File: config.mk
export PLATFORM = sky130hd
export DESIGN_NAME = mct_scheduler
export DESIGN_NICKNAME = d
export VERILOG_FILES = /design/src/rtl/seq_pkg.sv /design/src/rtl/tp_ring.sv /design/src/rtl/mct_scheduler.sv
export SDC_FILE = /design/constraint.sdc
export NUM_CORES = 1
export LEC_CHECK = 0
export ABC_AREA = 0
export CAP_MARGIN = 20
export CORE_ASPECT_RATIO = 1.2
export CORE_UTILIZATION = 51
export DETAILED_ROUTE_END_ITERATION = 7
export PLACE_DENSITY = 0.83
export SLEW_MARGIN = 5
export SYNTH_ARGS = -nofsm -noshare
export SYNTH_HDL_FRONTEND = slang
export SYNTH_SLANG_ARGS = --single-unit
File: constraint.sdc
create_clock -name clk -period 6.1 [get_ports clk]
set_clock_uncertainty 0.15 [all_clocks]
set_input_delay 0.915 -clock clk [delete_from_list [all_inputs] [get_ports clk]]
set_output_delay 0.915 -clock clk [all_outputs]
set_load 0.02 [all_outputs]
File: src/rtl/seq_pkg.sv
// Shared types and default constants for the MCT scheduler and its timing ring.
// Owner encoding is visible on the scheduler's owner port.
package seq_pkg;

    typedef enum logic [1:0] {
        OWN_IDLE  = 2'd0,
        OWN_INSTR = 2'd1,
        OWN_CINC  = 2'd2,
        OWN_INT   = 2'd3
    } owner_t;

    localparam int NUM_TP_DEFAULT    = 10;
    localparam int MAX_STEAL_DEFAULT = 2;
    localparam int MCT_CNT_W_DEFAULT = 16;

    // MCTs still owed after the first one; a length of 0 behaves as 1.
    function automatic logic [1:0] first_remaining(input logic [1:0] mcts);
        return (mcts == 2'd0) ? 2'd0 : mcts - 2'd1;
    endfunction

endpackage

File: src/rtl/tp_ring.sv
// Timing-pulse ring: phase counter, wrap strobe and run-gated one-hot tp decode.
// The phase is forced to 0 whenever the ring is not enabled.
module tp_ring
    import seq_pkg::*;
#(
    parameter  int NUM_TP = NUM_TP_DEFAULT,
    localparam int PH_W   = $clog2(NUM_TP)
) (
    input  logic              clk,
    input  logic              reset,
    input  logic              en,
    output logic [PH_W-1:0]   phase,
    output logic              wrap,
    output logic [NUM_TP-1:0] tp
);

    logic [PH_W-1:0] phase_q;
    logic [PH_W-1:0] phase_d;

    assign wrap  = en && (phase_q == PH_W'(NUM_TP - 1));
    assign phase = phase_q;

    always_comb begin
        phase_d = phase_q + PH_W'(1);
        if (!en || wrap) begin
            phase_d = '0;
        end
    end

    always_ff @(negedge clk) begin
        if (reset) begin
            phase_q <= '0;
        end else begin
            phase_q <= phase_d;
        end
    end

    for (genvar gi = 0; gi < NUM_TP; gi++) begin : g_tp
        assign tp[gi] = en && (phase_q == PH_W'(gi));
    end

endmodule

File: src/rtl/mct_scheduler.sv
// MCT scheduler: arbitrates ownership of each memory cycle between cinc, interrupt and
// instructions, with run/halt control. Optional single-step port under SEQ_STEP_EN.
module mct_scheduler
    import seq_pkg::*;
#(
    parameter int NUM_TP    = NUM_TP_DEFAULT,
    parameter int MAX_STEAL = MAX_STEAL_DEFAULT,
    parameter int MCT_CNT_W = MCT_CNT_W_DEFAULT
) (
    input  logic                 clk,
    input  logic                 reset,
    input  logic                 run,
`ifdef SEQ_STEP_EN
    input  logic                 step,
`endif
    input  logic                 cinc_req,
    output logic                 cinc_gnt,
    input  logic                 int_req,
    input  logic                 int_en,
    output logic                 int_gnt,
    input  logic                 instr_req,
    input  logic [1:0]           instr_mcts,
    output logic                 instr_gnt,
    output logic                 instr_done,
    output logic [NUM_TP-1:0]    tp,
    output owner_t               owner,
    output logic [MCT_CNT_W-1:0] mct_cnt
);

    localparam int PH_W = $clog2(NUM_TP);
    localparam int ST_W = $clog2(MAX_STEAL + 1);

    logic step_w;
`ifdef SEQ_STEP_EN
    assign step_w = step;
`else
    assign step_w = 1'b0;
`endif

    logic                 running_q, running_d;
    logic                 step_mode_q, step_mode_d;
    owner_t               owner_q, owner_d;
    logic [1:0]           remaining_q, remaining_d;
    logic [ST_W-1:0]      steal_q, steal_d;
    logic [MCT_CNT_W-1:0] mct_cnt_q, mct_cnt_d;
    logic                 cinc_gnt_q, cinc_gnt_d;
    logic                 int_gnt_q, int_gnt_d;
    logic                 instr_gnt_q, instr_gnt_d;
    logic                 instr_done_q, instr_done_d;

    logic [PH_W-1:0] phase;
    logic            wrap;
    owner_t          next_owner;
    logic            instr_starved;
    logic            start;
    logic            keep;

    tp_ring #(.NUM_TP(NUM_TP)) u_ring (
        .clk   (clk),
        .reset (reset),
        .en    (running_q),
        .phase (phase),
        .wrap  (wrap),
        .tp    (tp)
    );

    always_comb begin
        running_d    = running_q;
        step_mode_d  = step_mode_q;
        owner_d      = owner_q;
        remaining_d  = remaining_q;
        steal_d      = steal_q;
        mct_cnt_d    = mct_cnt_q;
        cinc_gnt_d   = 1'b0;
        int_gnt_d    = 1'b0;
        instr_gnt_d  = 1'b0;

        // An instruction in flight reclaims the memory once cinc has stolen MAX_STEAL MCTs.
        instr_starved = (remaining_q != 2'd0) && (steal_q == ST_W'(MAX_STEAL));
        if (cinc_req && !instr_starved)  next_owner = OWN_CINC;
        else if (remaining_q != 2'd0)    next_owner = OWN_INSTR;
        else if (int_req && int_en)      next_owner = OWN_INT;
        else if (instr_req)              next_owner = OWN_INSTR;
        else                             next_owner = OWN_IDLE;

        start = !running_q && (run || step_w);
        keep  = run && !step_mode_q;

        instr_done_d = running_q && (phase == PH_W'(NUM_TP - 2))
                       && (owner_q == OWN_INSTR) && (remaining_q == 2'd0);

        if (wrap) begin
            mct_cnt_d = mct_cnt_q + MCT_CNT_W'(1);
            if (!keep) begin
                running_d   = 1'b0;
                step_mode_d = 1'b0;
                owner_d     = OWN_IDLE;
            end
        end

        if ((wrap && keep) || start) begin
            running_d = 1'b1;
            if (start) begin
                step_mode_d = step_w;
            end
            owner_d = next_owner;
            case (next_owner)
                OWN_CINC: begin
                    cinc_gnt_d = 1'b1;
                    steal_d    = (remaining_q != 2'd0) ? steal_q + ST_W'(1) : '0;
                end
                OWN_INSTR: begin
                    steal_d = '0;
                    if (remaining_q != 2'd0) begin
                        remaining_d = remaining_q - 2'd1;
                    end else begin
                        remaining_d = first_remaining(instr_mcts);
                        instr_gnt_d = 1'b1;
                    end
                end
                OWN_INT: begin
                    int_gnt_d = 1'b1;
                    steal_d   = '0;
                end
                default: steal_d = '0;
            endcase
        end
    end

    always_ff @(negedge clk) begin
        if (reset) begin
            running_q    <= 1'b0;
            step_mode_q  <= 1'b0;
            owner_q      <= OWN_IDLE;
            remaining_q  <= 2'd0;
            steal_q      <= '0;
            mct_cnt_q    <= '0;
            cinc_gnt_q   <= 1'b0;
            int_gnt_q    <= 1'b0;
            instr_gnt_q  <= 1'b0;
            instr_done_q <= 1'b0;
        end else begin
            running_q    <= running_d;
            step_mode_q  <= step_mode_d;
            owner_q      <= owner_d;
            remaining_q  <= remaining_d;
            steal_q      <= steal_d;
            mct_cnt_q    <= mct_cnt_d;
            cinc_gnt_q   <= cinc_gnt_d;
            int_gnt_q    <= int_gnt_d;
            instr_gnt_q  <= instr_gnt_d;
            instr_done_q <= instr_done_d;
        end
    end

    assign cinc_gnt   = cinc_gnt_q;
    assign int_gnt    = int_gnt_q;
    assign instr_gnt  = instr_gnt_q;
    assign instr_done = instr_done_q;
    assign owner      = owner_q;
    assign mct_cnt    = mct_cnt_q;

endmodule

* Yosys cells after proc, flatten, opt, wreduce, memory -nomap -nowiden
Cells that the tools add are included.
** Operators by class
- Add/sub/neg operators :: 5
- Equality and inequality tests :: 15
- Mux-type cells :: 21
- Bitwise gates (word level) :: 2
- Reduce and logical (&&, ||, !) cells :: 33
** Operators with widths (number)
- 2-bit 2-to-1 mux :: 10
- 1-bit logical AND :: 18
- 16-bit by 1-bit adder with 16-bit output (second input constant) :: 1
- 4-bit by 3-bit equality test with 1-bit output (second input constant) :: 4
- 1-bit 2-to-1 mux :: 11
- 4-bit by 2-bit equality test with 1-bit output (second input constant) :: 2
- 4-bit equality test (second input constant) :: 2
- 2-bit equality test (second input constant) :: 3
- 4-bit by 1-bit adder with 4-bit output (second input constant) :: 1
- 2-bit by 1-bit equality test with 1-bit output (second input constant) :: 2
- 4-bit by 1-bit equality test with 1-bit output (second input constant) :: 1
- 2-bit logical NOT :: 2
- 4-bit logical NOT :: 1
- 2-bit AND reduction :: 2
- 2-bit nonzero test :: 2
- 2-bit OR reduction :: 2
- 2-bit by 1-bit subtractor with 2-bit output (second input constant) :: 2
- 1-bit logical NOT :: 3
- 3-bit OR reduction :: 1
- 2-bit by 1-bit adder with 2-bit output (second input constant) :: 1
- 1-bit logical OR :: 2
- 2-bit by 1-bit != test with 1-bit output (second input constant) :: 1
- 1-bit NOT :: 2
** Storage, ports and cells
- Register bits after elaboration :: 32
- Logic and storage cells :: 87

* Logic depth before layout (Yosys ltp)
Gate-level depths: netlist of run 1.
- Word-level depth :: 8
- Depth in mapped cells :: 7
- Mapped depth without buffers :: 7

* Hierarchy
A second synthesis of run 1 with hierarchy kept.
** Unflattened totals
- Cell total of the unflattened synthesis :: 184
- Area total of the unflattened synthesis :: 1575.3 um^2
** By module, submodules not included
- mct_scheduler :: times used 1, cells an instance 145, area each 1247.4 um^2, seq. area each 560.5 um^2
- tp_ring :: times used 1, cells an instance 39, area each 327.8 um^2, seq. area each 80.1 um^2

==> reports/qor.yml, run 1 <==
fp.dieArea_um2: 3250
drive_above_1_share_pct: 7.422
clock_path_buffers: 2
synthTopCellsByArea: "dfxtp_1 42%, ha_1 4.9%, nor2_1 4.9%"
synth_compound_area_share_pct: 12.17
globalplace.congestion: 0.7797
ys_ff_latch: 32
yosys.area_share.adder_pct: 4.866
netlist.area_leader.share_pct: 41.52
worstPathRequired_ns: 5.03
finalPower_mw: 0.5407
drcViolationCount: 0
cts_tree: "built"
grt_max_degree: 13
grt_pass1_vias: 1604
ys_warn_count: 0
p_leak_nw: 0.9537
cts-root-buf: "clkbuf_4"
multi_input_area_um2: 805.8
via_per_inst: 5.434
synth_fp_nets: 198
hold_violations: 0
critPathKind: "reg -> out"
nets: 270
r2r_cells: 6
area_growth_pct: 40.63
first_pass_iters: 4
die_h_um: 62.25
synthMuxAreaShare_pct: 0
regToRegSetupSlack_ns: 3.99
maxCapViolCount: 0
grt_overflow: 0
finalMaxSlewViolations: 0
grt_pass1_wl_um: 6410
hold_depth: 1
synth.avg_cell_area_um2: 8.430
grt_usage_pct: 26.57
drt_iter0_markers: 42
seq_area_frac_synth_pct: 41.52
rsz0062_at_grt: "no"
crit_path_max_fanout: 5
synth_cell_types: 40
seqCellArea_um2: 643.1
grt_antenna_before_repair: 0
ant_nets: 0
irDropWorstVdd_mv: 0.2381
initial_core_util_pct: 54.37
clock_latency_ns: 0.41
io_pins: 41
wl_per_cell_um: 12.99
clk_pin_slew_ns: 0.04
cts_setup_buffers: 0
final_cell_mix: "43 x inv_1, 36 x clkdlybuf4s50_1, 30 x dfxtp_1"
setup_tns_ns: 0
power_density_nw_per_um2: 249.2
fillers: 204
synth-simple-area-share_pct: 29.36
port_buffers: 40
tightest_slew_ns: 0.5666
netlist_instances: 183
synth_top_family_by_area: "simple AND/OR/NAND/NOR gates"
layout_commonest_cell: "inv_1"
critPathArrivalTime_ns: 4.92
wl_um: 3768
post-place-ws_ns: 0.3558
setup_viol: 0
worst_setup_path_end_kind: "output port"
setup.worst_path.start_class: "register"
max_slew_margin_pct: 61.97
cts_buffers: 5
dp.final_hpwl_um: 2627
worst_slack_ns: 0.1161
htreeDepth: 2
synth.largest_area_cell: "dfxtp_1"
core_area_um2: 2838
hold_class: "reg -> reg"
antenna_cells: 0
die_w_um: 52.21
status: "completed"
synth_xor_area_share_pct: 5.677
numClockSinks: 32
vias: 1576
placementRows: 21
synth_area_um2: 1543
metal layers:
metal | global-route usage [%] | up-vias | wire length (um)
met3 | 10.29 | 12 | 202
met5 | 0 | - | 0
met1 | 25.23 | 720 | 1536
li1 | - | 789 | -
met2 | 43.59 | 55 | 1914
met4 | 21.05 | 0 | 114
cells in the mapped netlist:
cell       n
a211oi_1   2
a21oi_1   13
a22o_1     2
a22oi_1    1
and2_1     1
and2b_2    1
and3_1     2
and4_1     2
and4bb_2   1
buf_1      1
buf_2      1
buf_4      2
buf_6      2
clkbuf_1   1
dfxtp_1   32
ha_1       6
inv_1     12
inv_2      1
nand2_1   18
nand2b_1   2
nand3_1    9
nand4_1    3
nand4b_4   1
nor2_1    20
nor3_1     9
nor3b_1    1
nor4_1     1
o21ai_0    6
o21ai_1    1
o311ai_0   1
o31ai_1    4
o41ai_1    1
or2_1      1
or2_2      1
or2b_1     1
or3_1      1
or3_2      2
or4_1      7
xnor2_1    6
xor2_1     4
state kept, by name, summed over array words and instances (netlist names):
register	cells
cinc_gnt	1
instr_done	1
instr_gnt	1
int_gnt	1
mct_cnt	16
owner	2
remaining_q	2
running_q	1
steal_q	2
step_mode_q	1
u_ring.phase	4
critical path, stage by stage (launching register included):
cell and delay [ns]:
dfxtp_1 0.34, inv_1 0.10, ha_1 0.16, nand2_1 0.07, nor3_1 0.18, clkdlybuf4s50_1 0.64
kinds of logic after synthesis:
group,count (synthesis)
xor+xnor,10
flops,32
simple gates,84
buf+inv,20
fa+ha+maj,6
compound gates,31
stage by stage:
step                area (um2)  util (%)  cells  hold WS [ns]
floorplan                 1543         -    183        0.2715
global placement          1943     68.47    251        0.2887
detailed placement        1943     68.47    251        0.3080
CTS                       2160     76.10    290        0.3224
global route              2170     76.46    290        0.3285
finish                    2170     76.46    290        0.3091
final timing paths:
check / start / endpoint
setup / recovery: u_ring.phase[0] / tp[2]
hold / removal: step_mode_q / step_mode_q
setup reg to reg: u_ring.phase[1] / mct_cnt[15]
hold reg to reg: step_mode_q / step_mode_q
power by group:
part	switching, mW	internal (mW)	leakage (nW)
logic	0.0188	0.0147	0.472
clock network	0.136	0.154	0.222
registers	0.00407	0.213	0.260
cell type report:
type,count,area share [%]
clock buffer,5,1.730
clock inverter,35,8.535
inverter,12,2.076
multi-input combinational,131,37.14
sequential,32,29.64
tap,34,1.961
timing repair buffer,41,18.92
timing repair:
item	4_1_cts	5_1_grt
hold buffers	0	0
setup endpoints to repair	2	6
resized for setup	2	5
No activity file was read; power rests on OpenSTA's default activity.
==> run 2: changes to the inputs <==
Settings changed: ABC_AREA 0 to not set.
==> results of run 2 <==
The final DEF is identical to that of run 1; final timing and power are the same.
==> run 3: changes to the inputs <==
Settings changed: SETUP_SLACK_MARGIN set to 0.05.
==> run 3 against run 2 <==
  * Clock-buffer cell count unchanged
  * Largest power group unchanged
  * Non-clock buffer count unchanged
  * Design area about the same
  * Cell count unchanged
  * Critical path depth decreased by 2
  * Register-to-register slack got worse by 0.04 ns
==> reports/qor.yml, run 3 (synthesis results as in run 1) <==
area_growth_pct: 40.71
finalMaxSlewViolations: 0
die_h_um: 62.25
rsz0062_at_grt: "no"
drcViolationCount: 0
maxCapViolCount: 0
p_leak_nw: 0.9922
via_per_inst: 5.448
fillers: 206
htreeDepth: 2
wl_per_cell_um: 12.92
grt_pass1_wl_um: 6410
die_w_um: 52.21
hold_depth: 1
cts_tree: "built"
io_pins: 41
worst_setup_path_end_kind: "output port"
clock_latency_ns: 0.41
p_switching_mw: 0.1584
grt_antenna_before_repair: 0
drt_iter0_markers: 39
globalplace.congestion: 0.7797
core_area_um2: 2838
grt_usage_pct: 26.58
cts_buffers: 5
r2r_cells: 6
max_slew_margin_pct: 61.98
clkPwrFrac_pct: 53.6
grt_max_degree: 13
hold_violations: 0
regToRegSetupSlack_ns: 3.95
numClockSinks: 32
ant_nets: 0
tightest_slew_ns: 0.5665
first_pass_iters: 4
largest_register_ffs: 16
placementRows: 21
setup.worst_path.start_class: "register"
setup_viol: 0
crit_path_max_fanout: 10
seqPwrFrac_pct: 40.3
nets: 270
wl_um: 3747
initial_core_util_pct: 54.37
antenna_cells: 0
worstPathRequired_ns: 5.03
fp.dieArea_um2: 3250
final_cell_mix: "43 x inv_1, 33 x clkdlybuf4s50_1, 30 x dfxtp_1"
port_buffers: 40
fin_util_pct: 76.50
setup_tns_ns: 0
layout_commonest_cell: "inv_1"
irDropWorstVdd_mv: 0.2380
status: "completed"
internal-power_mw: 0.3813
ctsHoldBuffers: 0
swShare_pct: 29.34
critPathArrivalTime_ns: 4.86
cts_setup_buffers: 0
vias: 1580
grt_overflow: 0
clk_pin_slew_ns: 0.04
grt_pass1_vias: 1604
cts-root-buf: "clkbuf_4"
dp.final_hpwl_um: 2627
pwr-share-comb_pct: 6.1
power_density_nw_per_um2: 248.6
hold_class: "reg -> reg"
critPathKind: "reg -> out"
clock_path_buffers: 2
drive_above_1_share_pct: 7.031
run 3: changes by cell type in the layout (fill, tap and decap cells not counted), sizes merged:
cell | before | now
clkdlybuf4s50 | 36 | 33
dlygate4sd2 | 2 | 3
dlymetal6s2s | 2 | 4
run 3: worst max-delay path: stages (launching register included):
cell             delay, ns
dfxtp_2               0.41
or2b_1                0.29
nor2_1                0.10
clkdlybuf4s50_1       0.61
run 3: final cells by class:
| type | count | area [um2] | area share (%) |
|---|---|---|---|
| clock buffer | 5 | 37.54 | 1.729 |
| inverter | 12 | 45.04 | 2.075 |
| multi-input combinational | 131 | 803.3 | 37.00 |
| clock inverter | 35 | 185.2 | 8.530 |
| timing repair buffer | 41 | 414.1 | 19.08 |
| sequential | 32 | 643.1 | 29.63 |
| tap | 34 | 42.54 | 1.960 |
run 3: repair_timing:
item                                    in CTS  in global routing
endpoints found under the setup margin       3                  5
resized for setup                            4                  5
endpoints found under the hold margin        0                  0
run 3: worst paths after layout:
path	startpoint	to
max	u_ring.phase[2]	tp[6]
max reg2reg	u_ring.phase[1]	mct_cnt[15]
min reg2reg	step_mode_q	step_mode_q
min	step_mode_q	step_mode_q
run 3: per-layer routing:
| metal | GRT usage [%] | vias to the layer above | routed length (um) |
|---|---|---|---|
| met2 | 43.59 | 55 | 1920 |
| li1 | - | 789 | - |
| met4 | 21.05 | 0 | 122 |
| met1 | 25.27 | 722 | 1508 |
| met3 | 10.29 | 14 | 196 |
| met5 | 0 | - | 0 |
run 3: through the flow:
stage | cells | setup WS (ns) | cell area, um2 | power (mW) | hold slack [ns]
finish | 290 | 0.1768 | 2171 | 0.5397 | 0.3098
global route | 290 | 0.06367 | 2171 | 0.5759 | 0.3285
CTS | 290 | 0.06071 | 2160 | 0.5469 | 0.3224
detailed placement | 251 | 0.3558 | 1943 | 0.2870 | 0.3080
global placement | 251 | 0.3961 | 1943 | 0.2858 | 0.2887
floorplan | 183 | 0.8243 | 1543 | 0.2710 | 0.2715
run 3: power by group through the flow:
stage | logic [mW] | clock network, mW | registers [mW]
after global placement | 0.0322 | 0.0331 | 0.220
after CTS | 0.0332 | 0.296 | 0.217
after floorplan | 0.0176 | 0.0331 | 0.220
after detailed placement | 0.0331 | 0.0331 | 0.221
after global routing | 0.0362 | 0.323 | 0.217
final | 0.0330 | 0.289 | 0.217
